<file path="config.mk">
export PLATFORM = sky130hd
export DESIGN_NAME = systolic_ctrl
export DESIGN_NICKNAME = d
export VERILOG_FILES = /design/src/rtl/systolic_ctrl.sv
export SDC_FILE = /design/constraint.sdc
export NUM_CORES = 1
export LEC_CHECK = 0
export CORE_ASPECT_RATIO = 1.75
export CORE_MARGIN = 5
export CORE_UTILIZATION = 61
export DETAILED_ROUTE_END_ITERATION = 8
export PLACE_DENSITY = 0.95
export SLEW_MARGIN = 20
export SYNTH_ARGS = -nofsm -noshare
export SYNTH_HDL_FRONTEND = slang
export SYNTH_SLANG_ARGS = --single-unit
</file>
<file path="constraint.sdc">
create_clock -name clk -period 4.8 [get_ports clk]
set_input_delay 0.72 -clock clk [delete_from_list [all_inputs] [get_ports clk]]
set_output_delay 0.72 -clock clk [all_outputs]
set_load 0.02 [all_outputs]
</file>
<file path="src/rtl/systolic_ctrl.sv">
// Sequencer for an output-stationary systolic MAC array:
// one clear cycle, then a skewed compute window with feeder masks.
module systolic_ctrl #(
    parameter int ROWS  = 4,
    parameter int COLS  = 4,
    parameter int K_MAX = 255,
    parameter int KW    = $clog2(K_MAX + 1),
    parameter int CW    = $clog2(K_MAX + ROWS + COLS)
) (
    input  logic            clk,
    input  logic            reset_n,
    input  logic            start,
    input  logic [KW-1:0]   k_len,
    input  logic            abort,
    input  logic            stall,
    output logic            busy,
    output logic            pe_clear,
    output logic            pe_compute_en,
    output logic [CW-1:0]   cyc,
    output logic [ROWS-1:0] row_valid,
    output logic [COLS-1:0] col_valid,
    output logic            done
);

    localparam int XW = CW + 1;

    typedef enum logic [1:0] {
        IDLE,
        CLEAR,
        RUN,
        DONE
    } state_t;

    state_t          state;
    logic [CW-1:0]   cyc_q;
    logic [KW-1:0]   k_q;

    logic [XW-1:0]   cyc_x;
    logic [XW-1:0]   k_x;
    logic [XW-1:0]   last_x;
    logic            advance;

    // Compare in one extra bit so r+k never wraps.
    assign cyc_x   = XW'(cyc_q);
    assign k_x     = XW'(k_q);
    assign last_x  = k_x + XW'(ROWS + COLS - 3);
    assign advance = (state == RUN) && !stall && !abort;

    always_ff @(posedge clk or negedge reset_n) begin
        if (!reset_n) begin
            state <= IDLE;
            cyc_q <= '0;
            k_q   <= '0;
        end else if (abort && (state != IDLE)) begin
            state <= IDLE;
        end else begin
            unique case (state)
                IDLE: begin
                    if (start) begin
                        k_q   <= k_len;
                        cyc_q <= '0;
                        state <= CLEAR;
                    end
                end
                CLEAR: begin
                    cyc_q <= '0;
                    state <= (k_q == '0) ? DONE : RUN;
                end
                RUN: begin
                    if (!stall) begin
                        if (cyc_x == last_x) begin
                            state <= DONE;
                        end else begin
                            cyc_q <= cyc_q + 1'b1;
                        end
                    end
                end
                DONE: begin
                    state <= IDLE;
                end
                default: begin
                    state <= IDLE;
                end
            endcase
        end
    end

    assign busy          = (state != IDLE);
    assign pe_clear      = (state == CLEAR);
    assign pe_compute_en = advance;
    assign done          = (state == DONE) && !abort;
    assign cyc           = cyc_q;

    for (genvar r = 0; r < ROWS; r++) begin : g_row
        assign row_valid[r] = advance
                           && (cyc_x >= XW'(r))
                           && (cyc_x < (XW'(r) + k_x));
    end

    for (genvar c = 0; c < COLS; c++) begin : g_col
        assign col_valid[c] = advance
                           && (cyc_x >= XW'(c))
                           && (cyc_x < (XW'(c) + k_x));
    end

endmodule
</file>
Yosys cells after proc, flatten, opt, wreduce, memory -nomap -nowiden
Cells that the tools add are included.

Word-level logic and storage cells: 58. Output and inout port bits: 21. Input bits: 13. Flip-flop bits (word level): 19.

Add/sub/neg operators: 5. Bitwise gates (word level): 1. $lt $le $gt $ge: 8. Reduce and logical (&&, ||, !) cells: 21. Mux-type cells: 10. Equal/unequal tests: 10.

Operator list (count): 9-bit < comparator (3); 9-bit two-way mux (3); 9-bit one-hot mux with 3 select lines (1); 2-bit by 8-bit adder with 9-bit output, first input constant (2); 9-bit by 1-bit >= comparator with 1-bit output, second input constant (2); 9-bit by 2-bit >= comparator with 1-bit output, second input constant (2); 1-bit logical AND (12); 1-bit by 8-bit adder with 9-bit output, first input constant (1); 8-bit by 3-bit adder with 9-bit output, second input constant (1); 9-bit by 1-bit adder with 9-bit output, second input constant (1); 9-bit equality test (1); 9-bit by 8-bit < comparator with 1-bit output (1); 8-bit logical NOT (1); 2-bit two-way mux (4); 2-bit one-hot mux with 4 select lines (1); 2-bit inequality test, second input constant (3); 3-bit AND reduction (2); 5-bit AND reduction (1); 2-bit equality test, second input constant (2); 3-bit by 1-bit inequality test with 1-bit output, second input constant (1); 3-bit by 2-bit inequality test with 1-bit output, second input constant (1); 3-bit inequality test, second input constant (1); 3-bit nonzero test (1); 2-bit by 1-bit equality test with 1-bit output, second input constant (1); 5 further kinds (6).

Depth between registers and ports, before layout
Depth after elaboration: 6. Depth in mapped cells: 12. Depth with buffers taken out: 11.

Least setup slack after synthesis
OpenSTA, ideal clock, no wires.

Kind: register to output. Start point: register k_q[1]. End point: output port row_valid[2]. Buffers on the path: 1. Cell stages (with the launch flop): 11. Path slack: 1.507 ns. Required time: 4.080 ns. Arrival time: 2.573 ns. Path through: dfrtp_1 inv_1 ha_1 ha_1 a21o_1 a21o_1 a21o_1 a21o_1 a21o_1 a31oi_1 buf_4.

Longest elaborated chain between the ends: 3.

Ends and longest elaborated chain: from (decl) (line 36) `logic [KW-1:0] k_q;`; from (signal assigned) (line 60) `k_q <= k_len;`; 2-bit by 8-bit adder with 9-bit output; 9-bit < comparator; 1-bit logical AND; to (decl) (line 20) `output logic [ROWS-1:0] row_valid,`.

Every way passes these cells.

Final worst setup path
Start point: register k_q[1]. End point: output port col_valid[3].

Longest elaborated chain between the ends: 3.

Ends and longest elaborated chain: 2-bit by 8-bit adder with 9-bit output (line 103) `&& (cyc_x < (XW'(c) + k_x));`; 9-bit < comparator (line 103); 1-bit logical AND (line 103); to (decl) (line 21) `output logic [COLS-1:0] col_valid,`.

Every way passes these cells.

==> flow_metrics.tcl <==
set metrics [dict create \
    vias 2220 \
    rsz0062_at_grt "false" \
    cts.clk_slew.worst_paths_ns 0.07 \
    via_per_inst 6.32 \
    sequentialPowerShare_pct 25.2 \
    synth_area_sq_mm 0.00248 \
    layout-drive-gt1-share_pct 7.26 \
    cts-htree-levels 1 \
    die_h_um 94.3 \
    grt_max_degree 20 \
    post-cts-setup-buffers 0 \
    wl_per_cell_um 17.3 \
    final_common_cell "ha_1" \
    diodes 0 \
    ant_nets 0 \
    nets 364 \
    route.detailed.drc 0 \
    cp-end-kind "output port" \
    period_share_pct 86.1 \
    first_global_vias 2225 \
    async_flop_share_pct 100 \
    tightest_slew_ns 0.876 \
    die_area_sq_mm 0.00549 \
    worstSetupStartpointType "flip-flop" \
    seq_area_sq_um 475 \
    fin_cells 351 \
    cap_viol_max_count 0 \
    cts_buffers 3 \
    setup_viol 0 \
    cts_tree "built" \
    clock_skew_ns 0.00142 \
    clock_path_buffers 2 \
    multi_input_area_sq_mm 0.00181 \
    path_class "reg2out" \
    drt_pre_antenna_iters 4 \
    gp_congestion 0.983 \
    min_path_type "reg2reg" \
    internal_power_uw 757 \
    cts-root-buf "clkbuf_8" \
    cp.arrival_ns 3.41 \
    core_sq_mm 0.00390 \
    clkPwrFrac_pct 7.3 \
    cts-resized-gates 0 \
    p_leak_uw 0.00130 \
    setup_tns_ns 0 \
    fmax_mhz 242 \
    wl_um 6060 \
    ys_types 54 \
    finalPower_uw 1550 \
    clock_latency_ns 0.26 \
    max_slew_margin_pct 41.4 \
    die_w_um 58.2 \
    swShare_pct 51.1 \
    num_rows 30 \
    worstPathMaxFanout 8 \
    synth_fp_nets 343 \
    ios 34 \
    status "completed" \
    hold_buffers 0 \
    grt_pass1_wl_um 10100 \
    hpwl_um 4890 \
    synthFlopType "dfrtp_1" \
    period_minus_slack_ns 4.13 \
    placed_cells 347 \
    share_comb_of_total_power_pct 67.6 \
    avgSynthCellArea_sq_um 8.76 \
    synth.yosys.seq_area_share_pct 19.2 \
    drtIter0Drc 85 \
    io_buffers 33 \
    syn-instance-count 283 \
    mostFrequentLayoutCells "ha_1 (47), clkdlybuf4s50_1 (33), xnor2_1 (21), inv_1 (20), dfrtp_1 (19)" \
    cts_num_sinks 19 \
    initial_utilization_pct 63.5 \
    area_growth_pct 13.1 \
    hold_viol 0 \
    switching_power_uw 792 \
    synth-edff-count 0 \
    n_fill_cell 307 \
    irDropWorstVdd_v 0.000473 \
    grt_use_total_pct 23.4 \
    overflow 0 \
    ys_ff_latch 19 \
    crit_required_ns 4.08 \
    antenna_found_initial 0 \
    yosys_warnings 0 \
    maxSlewViolCount 0 \
    powerDensity_mw_per_mm2 552 \
    fin_util_pct 71.9 \
]
-- worst max-delay path, cell delays in order (launching register included) --
cell and delay [ns]:
dfrtp_1 0.49, inv_1 0.16, ha_1 0.22, a21oi_1 0.26
nor2_1 0.10, xnor2_1 0.13, ha_1 0.30, a21o_1 0.18
a2111oi_0 0.49, o21a_1 0.21, clkdlybuf4s50_1 0.60
-- flip-flops by register name, indices dropped and copies added, names as in the netlist --
| register | count |
|---|---|
| cyc | 9 |
| k_q | 8 |
| state | 2 |
-- per-layer routing --
metal  wire [um]  track usage [%]  vias up  part of all wire (%)
met5           0                0        -                     0
met3         249             1.50       23                   4.1
met4         317             14.3        0                   5.2
met1        2180             24.3     1054                    36
met2        3320             44.1       77                    55
li1            -                -     1066                     -
-- cell type report --
| class | count | share of cell area, % |
|---|---|---|
| multi-input combinational | 226 | 64.7 |
| sequential | 19 | 16.9 |
| timing repair buffer | 33 | 11.8 |
| inverter | 21 | 2.81 |
| tap | 48 | 2.14 |
| clock buffer | 3 | 1.47 |
| clock inverter | 1 | 0.178 |
-- power by group through the flow --
| stage | logic [uW] | clock network, uW | registers (uW) |
|---|---|---|---|
| after CTS | 1050 | 115 | 385 |
| after global routing | 1170 | 122 | 404 |
| after floorplan | 862 | 0 | 299 |
| final | 1050 | 113 | 389 |
| after detailed placement | 1040 | 0 | 389 |
| after global placement | 993 | 0 | 383 |
-- synth_stat cells, drive strengths merged (3+ instances only) --
master   instances  area [sq um]
a2111oi          3          26.3
buf             15           104
nor4             4          31.3
dfrtp           19           475
o31ai            5          47.5
nor2b            4          25.0
or3              5          31.3
o21ai           12          60.1
nand4            4          25.0
nand2           18          70.1
nor2            13          51.3
mux2             8          90.1
nand2b           3          18.8
o21a            13          97.6
nand3           14          80.1
xnor2           21           184
a21o             9          67.6
ha              47           588
inv             21          78.8
and3             3          18.8
nor3             4          20.0
a21oi            7          35.0
-- path summary, 6_finish.rpt --
| kind | from | to | slack [ns] | cells after the start |
|---|---|---|---|---|
| worst max-delay path | k_q[1]$_DFFE_PN0P_ | col_valid[3] | 0.67 | 10 |
| worst min register to register | state[1]$_DFFE_PN0P_ | state[1]$_DFFE_PN0P_ | 0.67 | 2 |
| max in group asynchronous | reset_n | k_q[2]$_DFFE_PN0P_ | 3.31 | 1 |
| min in group asynchronous | reset_n | cyc[0]$_DFFE_PN0P_ | 0.95 | 1 |
| worst max register to register | k_q[2]$_DFFE_PN0P_ | state[1]$_DFFE_PN0P_ | 1.98 | 8 |
| worst min-delay path | state[1]$_DFFE_PN0P_ | state[1]$_DFFE_PN0P_ | 0.67 | 2 |
-- through the flow --
| stage | area [sq um] | hold WS, ns | setup WS, ns |
|---|---|---|---|
| 3_5_place_dp | 2760 | 0.670 | 0.999 |
| 6_report | 2810 | 0.675 | 0.669 |
| 4_1_cts | 2810 | 0.681 | 0.700 |
| 2_1_floorplan | 2480 | 0.424 | 1.51 |
| 5_1_grt | 2810 | 0.726 | 0.513 |
| 3_3_place_gp | 2760 | 0.650 | 1.16 |
-- logic make-up after synthesis --
logic type      count (synthesis)  share of synthesized area [%]
mux                             9                           4.04
fa+ha+maj                      47                           23.7
xor+xnor                       23                           8.12
simple gates                   77                           16.7
compound gates                 70                           20.6
flops                          19                           19.2
buf+inv                        38                           7.67
Note: power is estimated with default switching activity, not from simulation.
